===== config.mk =====
export PLATFORM = sky130hd
export DESIGN_NAME = fifo_rdpref
export DESIGN_NICKNAME = d
export VERILOG_FILES = /design/src/rtl/fifo_rdpref.sv
export SDC_FILE = /design/constraint.sdc
export NUM_CORES = 1
export LEC_CHECK = 0
export ABC_AREA = 1
export BUFFER_PORTS_ARGS = -buffer_cell sky130_fd_sc_hd__buf_4
export CORE_MARGIN = 3
export CORE_UTILIZATION = 60
export DETAILED_ROUTE_END_ITERATION = 8
export PLACE_DENSITY = 0.84
export SYNTH_ARGS = -nofsm -noshare
export SYNTH_HDL_FRONTEND = slang
export SYNTH_SLANG_ARGS = --single-unit

===== constraint.sdc =====
create_clock -name clk -period 8.7 [get_ports clk]
set_clock_uncertainty 0.1 [all_clocks]
set_input_delay 0.87 -clock clk [delete_from_list [all_inputs] [get_ports clk]]
set_output_delay 0.87 -clock clk [all_outputs]
set_load 0.005 [all_outputs]

===== src/rtl/fifo_rdpref.sv =====
// fifo_rdpref: read-side prefetch stage behind the FIFO controller and its
// synchronous RAM. It pops the controller ahead of demand and captures RAM
// data into a 3-entry skid buffer. Words are presented to the consumer on a
// valid/ready handshake.
// Optional feature macro: FIFO_RDPREF_RDCNT_EN adds the 16-bit delivered-word
// counter output rdcnt.
module fifo_rdpref #(
  parameter int DWIDTH = 32
) (
  input  logic              clk,
  input  logic              rst,
  input  logic              fsh,
  input  logic              notempty,
  output logic              fiford,
  output logic              fifofsh,
  input  logic [DWIDTH-1:0] mem_rdata,
  output logic              out_vld,
  output logic [DWIDTH-1:0] out_dat,
  input  logic              out_rdy,
  output logic [1:0]        bufcnt
`ifdef FIFO_RDPREF_RDCNT_EN
  ,
  output logic [15:0]       rdcnt
`endif
);

  logic [DWIDTH-1:0] mem_q [3];
  logic [1:0]        wptr_q, wptr_d;
  logic [1:0]        rptr_q, rptr_d;
  logic [1:0]        cnt_q, cnt_d;
  logic              inflight_q, inflight_d;
  logic [2:0]        occ_s;
  logic              iss_s;
  logic              cap_s;
  logic              pop_s;

  // Pointers step through 0,1,2 and wrap back to 0.
  function automatic logic [1:0] ptr_inc(input logic [1:0] p);
    return (p == 2'd2) ? 2'd0 : (p + 2'd1);
  endfunction

  // Issue, capture and handshake decode; out_rdy never reaches fiford.
  always_comb begin
    occ_s   = {1'b0, cnt_q} + {2'b00, inflight_q};
    fiford  = notempty & ~fsh & ~rst & (occ_s < 3'd3);
    iss_s   = fiford & notempty;
    cap_s   = inflight_q & ~fsh;
    out_vld = (cnt_q != 2'd0);
    pop_s   = out_vld & out_rdy;
    out_dat = mem_q[rptr_q];
  end

  assign fifofsh = fsh;
  assign bufcnt  = cnt_q;

  // Next-state for pointers, occupancy and the in-flight flag; flush wins.
  always_comb begin
    wptr_d     = wptr_q;
    rptr_d     = rptr_q;
    cnt_d      = cnt_q;
    inflight_d = iss_s;
    if (fsh) begin
      wptr_d     = 2'd0;
      rptr_d     = 2'd0;
      cnt_d      = 2'd0;
      inflight_d = 1'b0;
    end else begin
      if (cap_s) begin
        wptr_d = ptr_inc(wptr_q);
      end else begin
        wptr_d = wptr_q;
      end
      if (pop_s) begin
        rptr_d = ptr_inc(rptr_q);
      end else begin
        rptr_d = rptr_q;
      end
      case ({cap_s, pop_s})
        2'b10:   cnt_d = cnt_q + 2'd1;
        2'b01:   cnt_d = cnt_q - 2'd1;
        default: cnt_d = cnt_q;
      endcase
    end
  end

  // Control state registers.
  always_ff @(posedge clk or posedge rst) begin
    if (rst) begin
      wptr_q     <= 2'd0;
      rptr_q     <= 2'd0;
      cnt_q      <= 2'd0;
      inflight_q <= 1'b0;
    end else begin
      wptr_q     <= wptr_d;
      rptr_q     <= rptr_d;
      cnt_q      <= cnt_d;
      inflight_q <= inflight_d;
    end
  end

  // Skid buffer storage: RAM data lands one cycle after an accepted pop.
  always_ff @(posedge clk or posedge rst) begin
    if (rst) begin
      for (int i = 0; i < 3; i++) begin
        mem_q[i] <= '0;
      end
    end else if (cap_s) begin
      mem_q[wptr_q] <= mem_rdata;
    end
  end

`ifdef FIFO_RDPREF_RDCNT_EN
  logic [15:0] rdcnt_q;

  // Delivered-word counter; a flush clears it even if a pop happens too.
  always_ff @(posedge clk or posedge rst) begin
    if (rst) begin
      rdcnt_q <= 16'd0;
    end else if (fsh) begin
      rdcnt_q <= 16'd0;
    end else if (pop_s) begin
      rdcnt_q <= rdcnt_q + 16'd1;
    end
  end

  assign rdcnt = rdcnt_q;
`endif

endmodule

==> metrics.cfg <==
[detailed_routing]
antenna_left=0
route.detailed.drc=0
wirelength_mm=9.576
drt_iter0_drc=227
wl_per_cell_um=13.80
vias=3647
first_pass_iters=4
via_per_inst=5.255

[power]
ir_drop_uv=135.6
pwr-share-clk_pct=25.0
p_per_area_mw_per_mm2=248.1
swShare_pct=30.80
p_leak_nw=2.802
p_seq_share_pct=45.6
netSwitchingPower_uw=415.1
internal_power_uw=932.8
power_frac_comb_pct=29.3

[synthesis]
syn_avg_cell_area_sq_um=8.853
yosysSeqAreaShare_pct=54.83
synth_warnings=0
synth.most_common_cell=nand2_1
synth_common_cells=nand2_1, dfrtp_1, o21ai_2, inv_1, o21ai_1
yosys.area.top_type=dfrtp_1
yosysUniqueCellTypes=21
netlist_area_sq_mm=0.004701
synthArstFlopShare_pct=100.0
synth_ff_type=dfrtp_1
synth_edf_count=0
synthesis.nets=570
yosys-top-cells-area=dfrtp_1, nand2_1, o21ai_2
syn_inst=531
ys_ff_latch=103
synth_top_area_share_pct=54.83

[place]
dpl_cell_area_sq_mm=0.005204
place.gp.congestion=0.7619
dp_hpwl_mm=6.053
post-place-cells=679
pre_cts_ws_ns=5.943
io_buffer_count=73

[clock_tree]
clock-sinks=103
clk_latency_ns=0.36
h-tree-depth=3
numCtsBuffers=9
clkTransAtPathRegs_ns=0.09
cts_root_buffer=clkbuf_8
cts_tree=built
postCtsSetupRepairBufs=0
holdBufCountCts=0
clk_path_buf_depth=2
post_cts_resized=0

[critical_path]
rrSetupSlack_ns=6.95
critical_path_arrival_ns=2.01
end_kind=output port
worstSetupPathType=reg -> out
reg2reg_depth=6
rr_endpoint=mem_q[42]
critPathRequiredTime_ns=7.73
timing.critical_path.to=out_dat[12]
critical_path.startpoint=rptr_q[1]
path_max_fanout=18
r2r_start=inflight_q
worstSetupStartpointType=register

[floorplanning]
die_x_um=94.52
design.core.area_sq_mm=0.007408
dieArea_sq_mm=0.008933
die_h_um=94.52
pin_count=74
row_count=31
initial_core_util_pct=63.45

[grt]
grt_pass1_vias=3590
grt_pass1_wl_mm=16.43
grt-ovfl-total=0
antenna_found_initial=0
grt_max_degree=80
gr-usage-all-layers_pct=23.24

[sta]
fin_ws_ns=5.718
fin_hold_ws_ns=0.3639
worst_pin_slew_ns=0.9716
tns_ns=0
rsz0062_at_grt=no
fmax_mhz=335.4
setup_viol=0
max-slew-margin-rel_pct=35.23
drv_slew=0
hold_viol=0
period_needed_ns=2.982
fin_crit_sh_pct=34.28

[layout]
stdcell_area_sq_mm=0.005433
diodes=0
syn_to_final_growth_pct=15.57
drive_gt1_share_pct=24.87
nets=630
final_cells=694

[hold_path]
hold_path.class=in -> async

[flow_run]
maxCapViolCount=0

[status]
run_status=completed

[metal layers]
| metal | wire [um] | vias to the layer above | track usage, % |
|---|---|---|---|
| li1 | - | 1813 | - |
| met1 | 4240 | 1750 | 30.21 |
| met2 | 4875 | 73 | 40.60 |
| met3 | 350 | 11 | 3.267 |
| met4 | 110 | 0 | 7.091 |
| met5 | 0 | - | 0 |
[worst max-delay path, cell delays in order (launching register included)]
cell	delay [ns]
dfrtp_1	0.39
inv_1	0.07
nor2_2	0.52
buf_4	0.37
nand2_1	0.08
nand3_1	0.11
buf_4	0.12
[worst min path at each step]
stage	end	slack (ns)	cells after the start
6_report	bufcnt[0]	0.36	2
5_1_grt	bufcnt[0]	0.37	2
4_1_cts	mem_q[3]	0.37	2
3_5_place_dp	mem_q[44]	0.37	2
3_3_place_gp	mem_q[78]	0.36	2
2_1_floorplan	mem_q[50]	0.35	2
[layout make-up]
cell class	count	area [sq um]
multi-input cells	355	1743
clock buffers	11	151.4
inverters	43	166.4
repair buffers	79	593.1
clock inverters	4	77.57
flip-flops and latches	103	2577
well taps	99	123.9
fillers	593	1976
[power by group through the flow]
| stage | Clock, mW | Combinational, mW | Sequential, mW |
|---|---|---|---|
| 2_1_floorplan | 0 | 0.233 | 0.611 |
| 3_5_place_dp | 0 | 0.400 | 0.623 |
| 4_1_cts | 0.343 | 0.401 | 0.615 |
| 5_1_grt | 0.363 | 0.446 | 0.626 |
| 6_report | 0.337 | 0.395 | 0.615 |
| 3_3_place_gp | 0 | 0.389 | 0.619 |
[placed cells by master (no fill, tap or decap), types with 11 or more instances in the layout]
cell type,n
nand3_1,38
o21ai_0,17
o21ai_2,44
nand2_1,203
o21ai_1,41
clkbuf_8,11
dfrtp_1,103
buf_4,79
inv_1,40
[flip-flops by register name (all words and copies together) (netlist names)]
signal and flops:
wptr_q 2, inflight_q 1, rptr_q 2, bufcnt 2
mem_q 96
[cell families (layout without fill, tap and decap cells)]
logic type      after synthesis  count (layout)  share of synthesized area, %
simple gates                248             248                         21.59
compound gates              105             105                         14.85
flops                       103             103                         54.83
buf+inv                      73             137                         8.198
fa+ha+maj                     2               2                        0.5323
[metrics by stage]
stage / total power [mW] / utilization (%)
after CTS: 1.360 / 73.33
after detailed placement: 1.023 / 70.24
after global placement: 1.008 / 70.24
final: 1.348 / 73.33
after global routing: 1.435 / 73.33
after floorplan: 0.8440 / -
Note: power is estimated with default switching activity, not from simulation.
